==> src/rtl/updown_counter.sv <==
`default_nettype none
// ============================================================================
//  Module      : updown_counter
//  Description : Parametrised synchronous up/down counter with modulus,
//                parallel load (clamped to MODULUS-1), count enable with a
//                built-in prescaler, combinational terminal count and a
//                registered one-cycle wrap pulse for cascading.
//                Optional saturate mode is built when the macro
//                UPDOWN_COUNTER_SAT_EN is defined (adds the sat port).
//  Revision    : 1.0 - initial release
// ============================================================================
module updown_counter #(
  parameter int WIDTH    = 4,
  parameter int MODULUS  = 16,
  parameter int PRESCALE = 1
) (
  input  logic             clk,
  input  logic             rst,
  input  logic             en,
  input  logic             up,
  input  logic             load,
  input  logic [WIDTH-1:0] load_val,
`ifdef UPDOWN_COUNTER_SAT_EN
  input  logic             sat,
`endif
  output logic [WIDTH-1:0] count,
  output logic             tc,
  output logic             wrap
);

  // Largest legal count value; MODULUS may equal 2^WIDTH so MAX always fits.
  localparam logic [WIDTH-1:0] C_MAX = WIDTH'(MODULUS - 1);

  logic [WIDTH-1:0] r_count;
  logic             r_wrap;

  logic             w_pre_last;
  logic             w_step;
  logic             w_sat;
  logic             w_at_max;
  logic             w_at_zero;
  logic             w_boundary;
  logic [WIDTH-1:0] w_load_clamped;
  logic [WIDTH-1:0] w_next;
  logic             w_wrap_evt;

`ifdef UPDOWN_COUNTER_SAT_EN
  assign w_sat = sat;
`else
  assign w_sat = 1'b0;
`endif

  // Prescaler: only a real register when more than one enabled cycle per step.
  generate
    if (PRESCALE > 1) begin : g_prescale
      localparam int C_PW = $clog2(PRESCALE);
      logic [C_PW-1:0] r_pre_cnt;

      assign w_pre_last = (r_pre_cnt == C_PW'(PRESCALE - 1));

      // Phase counter: cleared by reset and load, advances only while enabled.
      always_ff @(posedge clk) begin
        if (rst || load) begin
          r_pre_cnt <= '0;
        end else if (en) begin
          if (w_pre_last) begin
            r_pre_cnt <= '0;
          end else begin
            r_pre_cnt <= r_pre_cnt + C_PW'(1);
          end
        end
      end
    end else begin : g_no_prescale
      assign w_pre_last = 1'b1;
    end
  endgenerate

  assign w_step         = en & w_pre_last;
  assign w_at_max       = (r_count == C_MAX);
  assign w_at_zero      = (r_count == '0);
  assign w_boundary     = up ? w_at_max : w_at_zero;
  assign w_load_clamped = (load_val > C_MAX) ? C_MAX : load_val;

  // Next value for a step: wrap modulo MODULUS, or hold at the boundary in sat mode.
  always_comb begin
    w_next     = r_count;
    w_wrap_evt = 1'b0;
    if (w_boundary) begin
      if (!w_sat) begin
        w_next     = up ? '0 : C_MAX;
        w_wrap_evt = 1'b1;
      end
    end else begin
      w_next = up ? (r_count + WIDTH'(1)) : (r_count - WIDTH'(1));
    end
  end

  // Count and wrap registers: reset beats load beats step.
  always_ff @(posedge clk) begin
    if (rst) begin
      r_count <= '0;
      r_wrap  <= 1'b0;
    end else if (load) begin
      r_count <= w_load_clamped;
      r_wrap  <= 1'b0;
    end else if (w_step) begin
      r_count <= w_next;
      r_wrap  <= w_wrap_evt;
    end else begin
      r_wrap  <= 1'b0;
    end
  end

  assign count = r_count;
  assign wrap  = r_wrap;
  // Terminal count is deliberately ungated by en so cascades can AND it in.
  assign tc    = w_boundary;

endmodule
`default_nettype wire

==> config.mk <==
export PLATFORM = sky130hd
export DESIGN_NAME = updown_counter
export DESIGN_NICKNAME = d
export VERILOG_FILES = /design/src/rtl/updown_counter.sv
export SDC_FILE = /design/constraint.sdc
export NUM_CORES = 1
export LEC_CHECK = 0
export CAP_MARGIN = 20
export CORE_AREA = 2 2 39 41
export CTS_CLUSTER_SIZE = 20
export DETAILED_ROUTE_END_ITERATION = 12
export DIE_AREA = 0 0 41 43
export SYNTH_ARGS = -nofsm -noshare
export SYNTH_HDL_FRONTEND = slang
export SYNTH_SLANG_ARGS = --single-unit
==> constraint.sdc <==
create_clock -name clk -period 1.5 [get_ports clk]
set_clock_uncertainty 0.2 [all_clocks]
set_input_delay 0.225 -clock clk [delete_from_list [all_inputs] [get_ports clk]]
set_output_delay 0.225 -clock clk [all_outputs]
set_load 0.02 [all_outputs]
==> qor.yml, run 1 <==
syn_inst: 43
track_usage_pct: 13.76
grt_pass1_wl_um: 1524
syn_area_sq_um: 346.6
tightest_slew_ns: 0.2506
leakage_nw: 0.2962
p_per_area_nw_per_um2: 804.1
top_layer: "met4"
peakVddDrop_v: 0.0002987
n_fill_cell: 136
initial_utilization_pct: 25.05
io_pins: 15
worst_hold_slack_ns: 0.3687
syn_to_final_growth_pct: 90.61
hold_buffers: 0
rsz0062_at_grt: "true"
drt-met1-wl_um: 419
hold_path.class: "input pin to register"
synthFlopType: "dfxtp_1"
fin_crit_sh_pct: 120.0
ys_ff_latch: 5
cts_buffer_depth: 2
grt_overflow: 0
fin_ws_ns: -0.3004
synthArstFlopShare_pct: 0
startpoint_type: "register"
wl_per_cell_um: 10.94
grt_pass1_vias: 349
violations: "negative setup slack"
drive_gt1_share_pct: 38.89
clkLatencyLatePin_ns: 0.24
drt_iter0_drc: 6
numCtsBuffers: 3
path_max_fanout: 2
cts_sinks: 5
first_pass_iters: 2
maxCapViolCount: 0
synth_commonest_cells: "nor2_1, dfxtp_1, a21oi_1"
die_w_um: 41
max_freq_ghz: 0.5554
crit_required_ns: 1.07
avgSynthCellArea_sq_um: 8.060
num_vias: 384
via_per_inst: 4.364
ys_types: 22
path_class: "register to primary output"
wl_um: 963
final_max_slew_viol_count: 0
cts_htree_levels: 1
place_congestion: 0.6983
grt_max_degree: 7
max_slew_margin_pct: 83.16
wl_met2_um: 498
syn_nets: 55
clkSlewWorstSetupHoldPaths_ns: 0.04
drc: 0
cp.arrival_ns: 1.38
antennaDiodeCount: 0
row_count: 14
synth_edf_count: 0
fin_setup_tns_ns: -1.015
met3WireLength_um: 29
outcome: "complete, but fails checks"
nNetsFinal: 85
cts_root_buf: "clkbuf_4"
antenna_found_initial: 0
finalSetupViolations: 5
dieArea_sq_um: 1763
hold_viol: 0
die_h_um: 43
netlist.area_leader.share_pct: 28.88
cts_tree: "built"
hpwl_um: 762.2
synth-seq-area-share_pct: 28.88
antenna_left: 0
period_needed_ns: 1.800
port_buffers: 14
synth_area_leaders: "dfxtp_1, nor2_1, ha_1"
yosysWarnings: 0
synth_top_cell_by_area: "dfxtp_1"
core_sq_um: 1384
end_kind: "primary output"
synth_most_common_cell: "nor2_1"
==> metal layers <==
layer / vias to the layer above / global-route usage, %
li1: 208 / -
met1: 166 / 14.15
met2: 8 / 21.56
met3: 2 / 4.712
met4: 0 / 10.00
met5: - / 0
==> where the power goes <==
group / total (mW) / internal, mW / switching, mW
registers: 0.158 / 0.149 / 0.00883
logic: 0.222 / 0.119 / 0.104
clock network: 0.151 / 0.100 / 0.0507
==> layout by cell type, fill, tap and decap left out, types with 2 or more instances in the layout <==
cell             instances
buf_4                   11
clkdlybuf4s50_1          8
nor2_1                   6
nand2_1                  3
a21oi_1                  3
clkbuf_4                 3
clkdlybuf4s15_1          3
xor2_1                   2
xnor2_1                  2
nor3_1                   2
o21ai_1                  2
ha_1                     2
dfxtp_2                  2
dfxtp_4                  2
dlygate4sd2_1            2
buf_6                    2
==> worst max-delay path, cell delays in order (launching register included) <==
cell	delay, ns
dfxtp_4	0.33
or4_4	0.53
o21ai_4	0.15
buf_6	0.13
==> per-stage QoR <==
stage	instances	power (mW)	utilization, %	cell area, sq um	worst slack (ns)
final	88	0.5312	47.74	660.6	-0.3004
after global routing	88	0.5726	47.74	660.6	-0.3568
after CTS	88	0.5295	46.56	644.4	-0.3001
after detailed placement	83	0.3732	44.21	611.8	-0.9585
after global placement	83	0.3713	44.21	611.8	-0.9469
after floorplan	43	0.2705	-	372.9	-0.07591
==> cell families (layout without fill, tap and decap cells) <==
| logic type | count (synthesis) | after routing | synth area share (%) |
|---|---|---|---|
| compound gates | 10 | 10 | 18.05 |
| xor+xnor | 4 | 4 | 10.11 |
| fa+ha+maj | 3 | 3 | 13.00 |
| buf+inv | 2 | 31 | 2.164 |
| flops | 5 | 5 | 28.88 |
| simple gates | 19 | 19 | 27.80 |
==> state kept, by name, summed over array words and instances, names as in the netlist <==
| signal | count |
|---|---|
| count | 4 |
| wrap | 1 |
==> timing repair <==
action | CTS | global route
pin swaps | 4 | 1
endpoints found under the setup margin | 10 | 8
gates resized for setup | 14 | 6
setup buffers | 1 | 0
cloned | 0 | 0
==> final cells by class <==
| type | count | area [sq um] | share of cell area (%) |
|---|---|---|---|
| Multi-Input combinational cell | 36 | 267.8 | 40.53 |
| Timing Repair Buffer | 26 | 232.7 | 35.23 |
| Sequential cell | 5 | 110.1 | 16.67 |
| Clock buffer | 4 | 26.28 | 3.977 |
| Tap cell | 16 | 20.02 | 3.030 |
| Inverter | 1 | 3.754 | 0.5682 |
==> final timing paths <==
check	start	endpoint	slack [ns]	cells after the start
worst min register to register	count[2]$_SDFFE_PP0P_	wrap$_SDFF_PP0_	0.43	2
worst max register to register	count[1]$_SDFFE_PP0P_	count[2]$_SDFFE_PP0P_	-0.23	6
worst max-delay path	count[1]$_SDFFE_PP0P_	tc	-0.30	3
worst min-delay path	up	count[3]$_SDFFE_PP0P_	0.37	4
(Power assumes the default switching activity.)
==> run 2: changes to the inputs <==
--- a/config.mk
+++ b/config.mk
@@ -6,10 +6,13 @@
 export NUM_CORES = 1
 export LEC_CHECK = 0
 export CAP_MARGIN = 20
-export CORE_AREA = 2 2 39 41
+export CELL_PAD_IN_SITES_DETAIL_PLACEMENT = 0
+export CELL_PAD_IN_SITES_GLOBAL_PLACEMENT = 1
+export CORE_MARGIN = 1.5
+export CORE_UTILIZATION = 24
 export CTS_CLUSTER_SIZE = 20
 export DETAILED_ROUTE_END_ITERATION = 12
-export DIE_AREA = 0 0 41 43
+export PLACE_DENSITY_LB_ADDON = 0.1
 export SYNTH_ARGS = -nofsm -noshare
 export SYNTH_HDL_FRONTEND = slang
 export SYNTH_SLANG_ARGS = --single-unit
==> qor.yml, run 2 (synthesis gave the netlist of run 1 again) <==
cts_sinks: 5  # unchanged
grt_pass1_wl_um: 1662  # +9.1%
n_fill_cell: 142  # +4.4%
final_common_cell: "buf_4"
period_needed_ns: 1.860  # +0.05931 ns
p_per_area_nw_per_um2: 836.7  # +4.1%
end_kind: "primary output"
leakage_nw: 0.3273  # +10%
peakVddDrop_v: 0.0002348  # -21%
cp.arrival_ns: 1.43  # +0.05 ns
numCtsBuffers: 3  # unchanged
wl_per_cell_um: 13.18  # +20%
max_freq_ghz: 0.5377  # -3.2%
dp_slack_ns: -0.9347  # +0.02378 ns
crit_required_ns: 1.07  # about the same
die_h_um: 41  # -4.7%
hpwl_um: 839.8  # +10%
cts_root_buf: "clkbuf_4"
cp_cell_sequence: "or4_4 -> o21ai_4 -> buf_6"
critical_path.slowest_cell: "or4_4"
critical_path.startpoint: "count[0]$_SDFFE_PP0P_"
power_uw: 572.7  # +7.8%
num_vias: 426  # +11%
finalSetupViolations: 5  # unchanged
first_pass_iters: 2  # unchanged
max_stage_delay_ns: 0.56  # +0.03 ns
reg2reg_from: "count[0]$_SDFFE_PP0P_"
hold_viol: 0  # unchanged
grt_overflow: 0  # unchanged
dieArea_sq_um: 1681  # -4.7%
violations: "negative setup slack"
antennaDiodeCount: 0  # unchanged
grt_pass1_vias: 412  # +18%
drive_gt1_share_pct: 44.00  # +5.1 points
nNetsFinal: 88  # +3.5%
design_area_sq_um: 684.4  # +3.6%
cts_htree_levels: 1  # unchanged
syn_to_final_growth_pct: 97.47
worstHoldStart: "up"
fin_crit_sh_pct: 124.0  # +4.0 points
max_slew_margin_pct: 84.19  # +1.0 points
path_class: "register to primary output"
outcome: "complete, but fails checks"
rsz0062_at_grt: "true"
port_buffers: 14  # unchanged
io_pins: 15  # unchanged
maxCapViolCount: 0  # unchanged
path_max_fanout: 2  # unchanged
cts_tree: "built"
drt_iter0_drc: 4  # -2
final_max_slew_viol_count: 0  # unchanged
detailed_place.area_sq_um: 610.6  # -0.20%
row_count: 13  # -1
core_sq_um: 1318  # -4.8%
place_congestion: 0.8233  # +18%
initial_utilization_pct: 26.31  # +1.3 points
hold_path.class: "input pin to register"
clkSlewWorstSetupHoldPaths_ns: 0.05  # about the same
startpoint_type: "register"
grt_max_degree: 7  # unchanged
via_per_inst: 4.733  # +8.5%
fin_ws_ns: -0.3598  # -0.05931 ns
final_cell_mix: "buf_4, clkdlybuf4s50_1, nor2_1"
track_usage_pct: 16.26  # +2.5 points
clkLatencyLatePin_ns: 0.25  # about the same
finish.utilization_pct: 51.95  # +4.2 points
largest_reg_flops: 4  # unchanged
antenna_left: 0  # unchanged
hold_buffers: 0  # unchanged
tightest_slew_ns: 0.2353  # -0.01526 ns
drc: 0  # unchanged
wl_um: 1186  # +23%
die_w_um: 41  # unchanged
cts_buffer_depth: 2  # unchanged
antenna_found_initial: 0  # unchanged
## run 2: cell types whose count changed in the layout (fill, tap and decap cells not counted)
cell             previous run  this run
buf_4                      11        14
clkdlybuf4s15_1             3         2
a211oi_1                    1         0
clkbuf_2                    0         1
dlymetal6s2s_1              0         1
a211oi_2                    1         2
clkdlybuf4s50_1             8         7
## run 2: final timing paths
path / to / slack, ns / cells after the start
setup / recovery: tc / -0.36 / 3
hold / removal: count[3]$_SDFFE_PP0P_ / 0.41 / 5
hold reg to reg: count[3]$_SDFFE_PP0P_ / 0.58 / 4
setup reg to reg: count[1]$_SDFFE_PP0P_ / -0.25 / 6
## run 2: where the power goes
group          internal (mW)  switching (mW)  total, mW
clock                  0.101          0.0671      0.168
sequential             0.149         0.00866      0.157
combinational          0.131           0.116      0.247
## run 2: metrics by stage
stage | std cells | TNS (ns) | hold slack [ns]
global route | 90 | -1.356 | 0.4402
finish | 90 | -1.186 | 0.4075
global placement | 82 | -2.877 | 0.4031
floorplan | 43 | -0.1521 | 0.08997
detailed placement | 82 | -3.013 | 0.4175
CTS | 88 | -1.360 | 0.4078
## run 2: per-layer routing
| layer | routed length, um | track usage [%] | part of all wire (%) | vias up |
|---|---|---|---|---|
| met5 | 0 | 0 | 0 | - |
| met4 | 29 | 15.00 | 2.4 | 0 |
| li1 | - | - | - | 212 |
| met1 | 450 | 18.18 | 38 | 199 |
| met2 | 654 | 26.56 | 55 | 11 |
| met3 | 51 | 1.630 | 4.3 | 4 |
## run 2: area by class of cell
cell class                      count  area (sq um)  share of cell area, %
Sequential cell                     5         110.1                  16.09
Multi-Input combinational cell     36         272.8                  39.85
Tap cell                           15         18.77                  2.742
Timing Repair Buffer               29         252.7                  36.93
Inverter                            1         3.754                 0.5484
Clock buffer                        4         26.28                  3.839
## run 2: timing repair
action	4_1_cts	5_1_grt
endpoints found under the hold margin	0	0
endpoints found under the setup margin	10	9
resized for setup	13	10
setup buffers	2	2
pin swaps	4	3
## run 2: worst max-delay path, delay by kind of cell, from the launching register on
kind            cells  cell delay [ns]
flops               1             0.32
simple gates        1             0.56
buf+inv             1             0.13
compound gates      1             0.18
==> run 3: changes to the inputs <==
--- a/config.mk
+++ b/config.mk
@@ -12,6 +12,7 @@
 export CORE_UTILIZATION = 24
 export CTS_CLUSTER_SIZE = 20
 export DETAILED_ROUTE_END_ITERATION = 12
+export GPL_ROUTABILITY_DRIVEN = 0
 export PLACE_DENSITY_LB_ADDON = 0.1
 export SYNTH_ARGS = -nofsm -noshare
 export SYNTH_HDL_FRONTEND = slang
==> results of run 3 <==
Same layout as run 2: the final DEF is identical, and so are final timing and power.
